<file path="src/rtl/pipe_hold_ctrl.sv">
// pipe_hold_ctrl: arbitrates stall/flush sources into one hold code + PC redirect.
// Ports: Clk/Rst, EX jump + mul/div busy, ID load-use, fetch ready, CLINT int req/ack, hold/jump/stall outs.
module pipe_hold_ctrl #(
  parameter int AW           = 32,
  parameter int HOLD_W       = 3,
  parameter int FLUSH_CYCLES = 2,
  parameter int CNT_W        = 32
) (
  input  logic              Clk,
  input  logic              Rst,
  input  logic              JumpFlagFromEx,
  input  logic [AW-1:0]     JumpAddrFromEx,
  input  logic              MulDivBusyFromEx,
  input  logic              LoadUseFromId,
  input  logic              InstReadyFromBus,
  input  logic              IntReqFromClint,
  input  logic [AW-1:0]     IntAddrFromClint,
  output logic              IntAckToClint,
  output logic [HOLD_W-1:0] HoldFlagOut,
  output logic              JumpFlagOut,
  output logic [AW-1:0]     JumpAddrOut,
  output logic [CNT_W-1:0]  StallCntOut
);

  localparam int CW = $clog2(FLUSH_CYCLES + 1);
  localparam logic [CW-1:0] CNT_INIT = CW'(FLUSH_CYCLES - 1);

  localparam logic [HOLD_W-1:0] H_NONE     = HOLD_W'(0);
  localparam logic [HOLD_W-1:0] H_HOLD_PC  = HOLD_W'(1);
  localparam logic [HOLD_W-1:0] H_HOLD_IF  = HOLD_W'(2);
  localparam logic [HOLD_W-1:0] H_HOLD_ID  = HOLD_W'(3);
  localparam logic [HOLD_W-1:0] H_FLUSH_IF = HOLD_W'(4);
  localparam logic [HOLD_W-1:0] H_FLUSH_ID = HOLD_W'(5);

  typedef enum logic {
    IDLE,
    FLUSH
  } state_t;

  state_t          state;
  logic [CW-1:0]   cnt;
  logic            int_pend;
  logic [CNT_W-1:0] stall_cnt;

  logic take_int;
  logic redirect;

  // Interrupt waits out any flush and any mul/div; a jump always wins.
  assign take_int = !JumpFlagFromEx && int_pend &&
                    (state == IDLE) && !MulDivBusyFromEx;
  assign redirect = JumpFlagFromEx || take_int;

  always_comb begin
    HoldFlagOut   = H_NONE;
    JumpFlagOut   = 1'b0;
    JumpAddrOut   = '0;
    IntAckToClint = 1'b0;
    if (JumpFlagFromEx) begin
      JumpFlagOut = 1'b1;
      JumpAddrOut = JumpAddrFromEx;
      HoldFlagOut = H_FLUSH_ID;
    end else if (take_int) begin
      JumpFlagOut   = 1'b1;
      JumpAddrOut   = IntAddrFromClint;
      HoldFlagOut   = H_FLUSH_ID;
      IntAckToClint = 1'b1;
    end else if (MulDivBusyFromEx) begin
      HoldFlagOut = H_HOLD_ID;
    end else if (state == FLUSH) begin
      HoldFlagOut = H_FLUSH_IF;
    end else if (LoadUseFromId) begin
      HoldFlagOut = H_HOLD_IF;
    end else if (!InstReadyFromBus) begin
      HoldFlagOut = H_HOLD_PC;
    end
  end

  always_ff @(posedge Clk or negedge Rst) begin
    if (!Rst) begin
      state     <= IDLE;
      cnt       <= '0;
      int_pend  <= 1'b0;
      stall_cnt <= '0;
    end else begin
      if (redirect) begin
        // Redirect costs FLUSH_CYCLES total; the first is the FLUSH_ID now.
        state <= (CNT_INIT != '0) ? FLUSH : IDLE;
        cnt   <= CNT_INIT;
      end else if (state == FLUSH && !MulDivBusyFromEx) begin
        if (cnt <= CW'(1)) begin
          state <= IDLE;
          cnt   <= '0;
        end else begin
          cnt <= cnt - 1'b1;
        end
      end
      int_pend <= take_int ? 1'b0 : (int_pend | IntReqFromClint);
      if (HoldFlagOut != H_NONE && stall_cnt != '1)
        stall_cnt <= stall_cnt + 1'b1;
    end
  end

  assign StallCntOut = stall_cnt;

endmodule
</file>
<file path="config.mk">
export PLATFORM = sky130hd
export DESIGN_NAME = pipe_hold_ctrl
export DESIGN_NICKNAME = d
export VERILOG_FILES = /design/src/rtl/pipe_hold_ctrl.sv
export SDC_FILE = /design/constraint.sdc
export NUM_CORES = 1
export LEC_CHECK = 0
export BUFFER_PORTS_ARGS = -buffer_cell sky130_fd_sc_hd__buf_2
export CAP_MARGIN = 20
export CORE_MARGIN = 3
export CORE_UTILIZATION = 30
export CTS_BUF_LIST = sky130_fd_sc_hd__clkbuf_4
export CTS_CLUSTER_DIAMETER = 50
export CTS_CLUSTER_SIZE = 12
export DETAILED_ROUTE_END_ITERATION = 12
export REMOVE_ABC_BUFFERS = 1
export SLEW_MARGIN = 20
export SYNTH_ARGS = -nofsm -noshare
export SYNTH_HDL_FRONTEND = slang
export SYNTH_SLANG_ARGS = --single-unit
</file>
<file path="constraint.sdc">
create_clock -name Clk -period 6.1 [get_ports Clk]
set_clock_uncertainty 0.2 [all_clocks]
set_input_delay 0.61 -clock Clk [delete_from_list [all_inputs] [get_ports Clk]]
set_output_delay 0.61 -clock Clk [all_outputs]
set_load 0.02 [all_outputs]
</file>
==> results of run 1 <==
-- cell usage in the layout (no fill, tap or decap), types with 7 or more instances in the layout --
| master | count |
|---|---|
| buf_2 | 139 |
| dfrtp_1 | 36 |
| a22o_1 | 32 |
| nor2_1 | 19 |
| nand2_1 | 18 |
| xor2_1 | 16 |
| xnor2_1 | 13 |
| nand3_1 | 11 |
| nand4_1 | 8 |
| nor3_1 | 7 |
-- registers in the layout, indices dropped and copies added (netlist names) --
register	flops
state	1
StallCntOut	32
cnt	2
int_pend	1
-- synth_stat cells (2+ instances only) --
master / number / area [µm²]
xor2_1: 16 / 140
inv_1: 6 / 22.5
nor4b_1: 2 / 17.5
clkbuf_1: 9 / 33.8
nand2_1: 18 / 67.6
a22o_1: 32 / 280
nor3b_1: 2 / 15.0
dfrtp_1: 36 / 901
and4_1: 2 / 17.5
xnor2_1: 13 / 114
or4_1: 2 / 15.0
nor4_1: 6 / 37.5
nor3_1: 7 / 35.0
a21oi_1: 3 / 15.0
nand4_1: 8 / 50.1
o21ai_0: 2 / 10.0
nor2_1: 19 / 71.3
and3_1: 4 / 25.0
nand3_1: 11 / 55.1
or3_1: 2 / 12.5
-- how the worst max path moves through the flow --
stage                        start        endpoint  slack [ns]  depth (start not counted)
finish              JumpFlagFromEx  HoldFlagOut[0]        2.63                          7
global route        JumpFlagFromEx  HoldFlagOut[0]        2.40                          7
CTS                 JumpFlagFromEx  HoldFlagOut[0]        2.40                          7
detailed placement  JumpFlagFromEx  HoldFlagOut[0]        2.40                          7
global placement    JumpFlagFromEx  HoldFlagOut[0]        2.50                          7
floorplan           JumpFlagFromEx  HoldFlagOut[0]        3.01                          5
-- metrics by stage --
stage	util	power, mW	hold WS, ns
floorplan	-	0.413	0.114
global placement	0.435	0.501	0.269
detailed placement	0.435	0.505	0.276
CTS	0.442	0.622	0.181
global route	0.442	0.650	0.205
finish	0.442	0.610	0.163
-- kinds of logic after synthesis --
logic type / synth area share
buf+inv: 0.0274
fa+ha+maj: 0.00608
xor+xnor: 0.123
mux: 0.0103
compound gates: 0.164
simple gates: 0.231
flops: 0.438
-- power by group through the flow --
stage	combinational, mW	clock [mW]	sequential, mW
floorplan	0.0784	0	0.335
global placement	0.194	0	0.307
detailed placement	0.197	0	0.308
CTS	0.198	0.121	0.303
global route	0.211	0.130	0.308
finish	0.195	0.113	0.303
-- routing by layer --
metal | global-route usage | wire length [µm]
met5 | 0 | 0
met4 | 0.0618 | 148
met3 | 0.0456 | 558
met2 | 0.298 | 3310
met1 | 0.195 | 2520
-- cell type report --
type                    instances  area (µm²)
well taps                      77        96.3
flip-flops and latches         36         901
clock inverters                 2        7.51
multi-input cells             162        1100
fillers                       663        3620
clock buffers                   5        37.5
inverters                       6        22.5
repair buffers                140         703
==> impl_metrics.tcl, run 1 <==
set metrics [dict create \
    cts_tree "built" \
    ys.warnings.count 0 \
    htreeDepth 2 \
    slowest_delay_ns 0.47 \
    vias 2188 \
    route.detailed.drc 0 \
    ys_ff_latch 36 \
    drv_slew 0 \
    reg2reg_from "StallCntOut[0]" \
    grt_max_degree 37 \
    die_h_um 88.8 \
    avgSynthCellArea_um2 9.66 \
    hp-class "in -> async" \
    r2r_cells 6 \
    run_status "finished, final reports clean" \
    syn-cell-area_mm2 0.00206 \
    fmax_mhz 288 \
    min_period_ns 3.47 \
    grt_pass1_wl_mm 10.2 \
    gr-total-overflow 0 \
    crit_required_ns 5.29 \
    postPlaceCellArea_mm2 0.00282 \
    dieArea_mm2 0.00789 \
    drt_wl_total_mm 6.54 \
    antenna_found_initial 0 \
    power.internal_uw 386 \
    final.period_utilization 0.569 \
    p_sw_frac 0.368 \
    power_density_mw_per_mm2 213 \
    diodes 0 \
    critPathKind "in -> out" \
    port_buffers 139 \
    io_pins 140 \
    timing_hold_violations_final 0 \
    place_ws_ns 2.40 \
    p_leak_nw 1.50 \
    finalSetupViolCount 0 \
    synth_top_flop_cell "dfrtp_1" \
    area_delta_synth_final_pct 39.5 \
    instances_no_fill 428 \
    start_util 0.317 \
    grt_usage 0.169 \
    final_cell_area_mm2 0.00287 \
    cts_resized 0 \
    first_pass_iters 4 \
    die_w_um 88.8 \
    dp_cells 421 \
    p_switching_uw 225 \
    cts.sinks 36 \
    clock_path_buffers 2 \
    cts_buffers 5 \
    path_buf_inv 3 \
    crit_fanout 35 \
    grt_pass1_vias 2167 \
    ctsHoldBuffers 0 \
    p_comb_frac 0.319 \
    seqPwrFrac 0.496 \
    drt_iter0_drc 38 \
    synthArstFlopShare 1.00 \
    via_per_inst 5.11 \
    final_nets 423 \
    start_kind "primary input" \
    max_cap_viol_count 0 \
    cp-end-kind "primary output" \
    fp-row-count 29 \
    critical_path.top_delay_family "simple AND/OR/NAND/NOR gates" \
    wire_per_inst_um 15.3 \
    finalSetupTns_ns 0 \
    clk_pin_slew_ns 0.10 \
    vdd_drop_max_v 0.000107 \
    worst_pin_slew_ns 0.825 \
    postCtsSetupBuffers 0 \
    dp_hpwl_mm 5.31 \
    detail-route-antenna-nets 0 \
    ys_seq_area_frac 0.438 \
    r2r_setup_slack_ns 3.76 \
    pwr-share-clk 0.185 \
    cp_slowest_cell "and3_2" \
    ys_types 33 \
    gp_congestion 0.803 \
    design.core.area_mm2 0.00649 \
    clockRootBuffer "clkbuf_4" \
    synthCells 213 \
    cp_cell_sequence "buf_2 -> nor2_1 -> and3_2 -> nor2_1 -> inv_1 -> or3_1 -> buf_2" \
    r2r_end "StallCntOut[16]" \
    crit_arrival_ns 2.66 \
    relSlewSlack 0.450 \
    drive_above_1_share 0.433 \
    clkLatencyLatePin_ns 0.33 \
    synth_edf_count 0 \
    rsz0062_at_grt "no" \
    layout_setup_ws_ns 2.63 \
]
No activity file was read; power rests on OpenSTA's default activity.
==> run 2: changes to the inputs <==
Clock period 6.1 ns to 3.2 ns, I/O delays scaled along.
==> run 2 against run 1 <==
  * Power up 95%
  * Final area is 1.4% higher
  * Worst setup slack got worse by 1.8 ns
  * First-iteration DRC count is 71% higher
  * Final cell count rose by 0.93%
  * Critical path depth decreased by 1
  * Via count stayed put
  * Sequential power rose by 91%
  * Clock-buffer cell count rose by 1
  * Global-route usage shrank 0.32 points
  * Non-clock buffer count is 4 higher
==> impl_metrics.tcl, run 2 (synthesized netlist as in run 1, its figures left out) <==
set metrics [dict create \
    detail-route-antenna-nets 0 \
    cts.sinks 36 \
    clockRootBuffer "clkbuf_4" \
    via_per_inst 5.06 \
    cp-end-kind "primary output" \
    finalSetupTns_ns 0 \
    max_cap_viol_count 0 \
    clk_pin_slew_ns 0.09 \
    rsz0062_at_grt "no" \
    io_pins 140 \
    finalSetupViolCount 0 \
    gr-total-overflow 0 \
    timing_hold_violations_final 0 \
    start_kind "flop" \
    vias 2188 \
    antenna_found_initial 0 \
    final_common_cell "buf_2" \
    fmax_mhz 427 \
    worst_pin_slew_ns 0.833 \
    first_pass_iters 6 \
    crit_required_ns 2.68 \
    hold_ws_ns 0.0812 \
    wire_per_inst_um 14.9 \
    final_nets 427 \
    die_h_um 88.8 \
    grt_pass1_vias 2068 \
    hp-class "in -> reg" \
    min_period_ns 2.34 \
    drt_wl_total_mm 6.44 \
    ctsHoldBuffers 2 \
    cts_tree "built" \
    relSlewSlack 0.439 \
    clkLatencyLatePin_ns 0.34 \
    vdd_drop_max_v 0.000130 \
    cts_buffers 5 \
    drv_slew 0 \
    p_leak_nw 1.52 \
    route.detailed.drc 0 \
    grt_pass1_wl_mm 10.2 \
    cts_resized 0 \
    grt_usage 0.166 \
    final.period_utilization 0.731 \
    diodes 0 \
    dieArea_mm2 0.00789 \
    power_density_mw_per_mm2 409 \
    crit_fanout 5 \
    grt_max_degree 37 \
    design.core.area_mm2 0.00649 \
    area_delta_synth_final_pct 41.3 \
    port_buffers 139 \
    postCtsSetupBuffers 0 \
    htreeDepth 2 \
    run_status "finished, final reports clean" \
    start_util 0.317 \
    crit_arrival_ns 1.82 \
    gp_congestion 0.788 \
    fp-row-count 29 \
    drive_above_1_share 0.437 \
    largest_reg_flops 32 \
    dp_hpwl_mm 5.27 \
    die_w_um 88.8 \
    critPathKind "reg -> out" \
    drt_iter0_drc 65 \
    clock_path_buffers 2 \
    mostFrequentLayoutCells "buf_2, dfrtp_1, a22o_1" \
]
run 2: cell types whose count changed in the layout (fill, tap and decap cells not counted):
cell | previous run | this run
dlygate4sd3_1 | 0 | 2
and3_1 | 3 | 4
clkinv_1 | 2 | 0
buf_4 | 1 | 3
and3_2 | 2 | 1
clkbuf_4 | 5 | 6
clkinv_2 | 0 | 1
run 2: per-stage QoR:
stage	area, µm²	worst slack (ns)	power, mW	cells	utilization
floorplan	2020	0.693	0.787	204	-
global placement	2840	0.993	0.957	423	0.437
detailed placement	2840	0.921	0.960	423	0.437
CTS	2910	0.850	1.20	432	0.448
global route	2910	0.701	1.26	432	0.448
finish	2910	0.860	1.19	432	0.448
run 2: cell type report:
type | count | area, µm²
clock inverters | 1 | 5.00
multi-input cells | 162 | 1100
inverters | 6 | 22.5
repair buffers | 144 | 738
fillers | 647 | 3590
flip-flops and latches | 36 | 901
clock buffers | 6 | 45.0
well taps | 77 | 96.3
run 2: final timing paths:
kind,from,endpoint,slack (ns),depth (start not counted)
max,state,HoldFlagOut[0],0.86,6
min,MulDivBusyFromEx,state,0.08,3
max reg2reg,StallCntOut[8],StallCntOut[31],0.92,5
min reg2reg,StallCntOut[27],StallCntOut[27],0.31,1
max in group asynchronous,Rst,StallCntOut[6],1.90,2
min in group asynchronous,Rst,StallCntOut[22],0.39,2
run 2: critical path: stages, from the launching register on:
cell,delay (ns)
dfrtp_1,0.41
inv_1,0.07
and3_1,0.18
nor2_1,0.21
inv_1,0.13
or3_1,0.35
buf_2,0.16
run 2: report_power, final:
group / internal [mW] / switching [mW] / total [mW]
Clock: 0.0895 / 0.150 / 0.239
Sequential: 0.508 / 0.0712 / 0.579
Combinational: 0.153 / 0.218 / 0.371
run 2: metal layers:
metal	track usage	vias up	wire length [µm]
li1	-	1069	-
met2	0.285	120	3250
met3	0.0475	16	654
met5	0	-	0
met1	0.194	983	2390
met4	0.0618	0	150
==> run 3: changes to the inputs <==
Clock period 3.2 ns to 2.06 ns, I/O delays scaled along.
==> run 3 against run 2 <==
  * Worst hold slack improved by 0.064 ns
  * The flow now finishes with violations (negative setup slack)
  * Critical path depth decreased by 1
  * Clock-buffer cell count grew 1
  * Worst setup slack worse by 0.93 ns
  * Largest power group unchanged
  * Highest routed layer unchanged
  * Non-clock buffer count is 53 higher
  * Wire length increased by 11%
  * Combinational power up 130%
  * Clock power increased by 62%
  * First-iteration DRC count fell by 62%
==> impl_metrics.tcl, run 3 (synthesized netlist as in run 1, its figures left out) <==
set metrics [dict create \
    run_status "finished with violations" \
    violations "negative setup slack" \
    cts.sinks 36 \
    worst_pin_slew_ns 0.546 \
    wire_per_inst_um 14.7 \
    grt_max_degree 35 \
    grt_pass1_vias 2312 \
    clk_pin_slew_ns 0.12 \
    crit_path_end "StallCntOut[31]" \
    drive_above_1_share 0.560 \
    dieArea_mm2 0.00789 \
    vdd_drop_max_v 0.000345 \
    drv_slew 0 \
    dp_hpwl_mm 5.74 \
    r2r_end "StallCntOut[31]" \
    area_delta_synth_final_pct 69.8 \
    fp-row-count 29 \
    clock_path_buffers 2 \
    timing_hold_violations_final 0 \
    clockRootBuffer "clkbuf_4" \
    clkLatencyLatePin_ns 0.34 \
    grt_usage 0.178 \
    diodes 0 \
    start_util 0.317 \
    reg2reg_from "StallCntOut[14]" \
    crit_required_ns 2.12 \
    postPlaceCellArea_mm2 0.00315 \
    relSlewSlack 0.633 \
    design.core.area_mm2 0.00649 \
    route.detailed.drc 0 \
    final.period_utilization 1.03 \
    final_nets 480 \
    critPathLaunch "StallCntOut[14]" \
    drt_wl_total_mm 7.12 \
    final_cell_area_mm2 0.00350 \
    port_buffers 139 \
    antenna_found_initial 0 \
    hp-class "in -> reg" \
    gp_congestion 0.786 \
    detail-route-antenna-nets 0 \
    via_per_inst 4.95 \
    power_mw 2.07 \
    io_pins 140 \
    r2r_setup_slack_ns -0.07 \
    max_cap_viol_count 0 \
    largest_reg_flops 32 \
    r2r_cells 5 \
    mostFrequentLayoutCells "buf_2, buf_4, dfrtp_1" \
    grt_pass1_wl_mm 10.9 \
    final_util 0.538 \
    power_density_mw_per_mm2 593 \
    finalSetupViolCount 4 \
    critPathKind "reg -> reg" \
    p_leak_nw 1.84 \
    fmax_mhz 470 \
    vias 2408 \
    layout_setup_ws_ns -0.0667 \
    min_period_ns 2.13 \
    gr-total-overflow 0 \
    rsz0062_at_grt "yes" \
    drt_iter0_drc 25 \
    start_kind "flop" \
    die_h_um 88.8 \
    hold_ws_ns 0.145 \
    cts_tree "built" \
    cp-end-kind "flop" \
    die_w_um 88.8 \
    first_pass_iters 4 \
    crit_arrival_ns 2.19 \
    cts_buffers 5 \
    htreeDepth 2 \
    final_common_cell "buf_2" \
    crit_fanout 4 \
]
[run 3: cell types whose count changed in the layout (fill, tap and decap cells not counted), sizes merged]
| cell | previous run | this run |
|---|---|---|
| dlygate4sd3 | 2 | 3 |
| buf | 142 | 194 |
| clkbuf | 6 | 7 |
[run 3: through the flow]
stage	TNS [ns]	setup WS (ns)	std cells
floorplan	-3.70	-0.289	204
global placement	-0.0756	-0.0310	465
detailed placement	-0.173	-0.0598	465
CTS	-0.122	-0.0465	479
global route	-0.849	-0.168	486
finish	-0.169	-0.0667	486
[run 3: area by class of cell]
cell class | count | area, µm²
fill | 606 | 3000
multi-input combinational | 162 | 1270
timing repair buffer | 197 | 1150
sequential | 36 | 901
tap | 77 | 96.3
clock buffer | 7 | 52.6
inverter | 6 | 22.5
clock inverter | 1 | 3.75
[run 3: routing by layer]
metal  track usage  vias up  part of all wire
met3        0.0419        6             0.069
met2         0.331      100              0.55
met4        0.0440        0            0.0093
li1              -     1173                 -
met5             0        -                 0
met1         0.204     1129              0.37
[run 3: repair_timing]
action                     in CTS  in global routing
hold endpoints to repair       23                  0
hold buffers                    3                  0
resized for setup               9                 25
pin swaps                       8                 10
setup buffers                   3                  7
setup endpoints to repair      43                 57
[run 3: how the worst min path moves through the flow]
stage                startpoint               to  slack, ns  cells after the start
6_report       MulDivBusyFromEx           cnt[0]       0.14                      4
5_1_grt        MulDivBusyFromEx           cnt[0]       0.18                      4
4_1_cts        MulDivBusyFromEx           cnt[0]       0.13                      4
3_5_place_dp                Rst  StallCntOut[27]       0.02                      1
3_3_place_gp                Rst  StallCntOut[27]       0.01                      1
2_1_floorplan               Rst   StallCntOut[0]      -0.29                      0
[run 3: where the power goes]
| part | leakage, nW | internal [mW] | switching [mW] | total (mW) |
|---|---|---|---|---|
| Clock | 0.0338 | 0.158 | 0.230 | 0.387 |
| Combinational | 1.36 | 0.391 | 0.444 | 0.835 |
| Sequential | 0.441 | 0.789 | 0.0613 | 0.850 |
[run 3: critical path, stage by stage (launching register included)]
cell and delay [ns]:
dfrtp_1 0.38, nand4_1 0.15, or4_4 0.57, a2111o_1 0.42
nor3_2 0.19, xor2_1 0.15
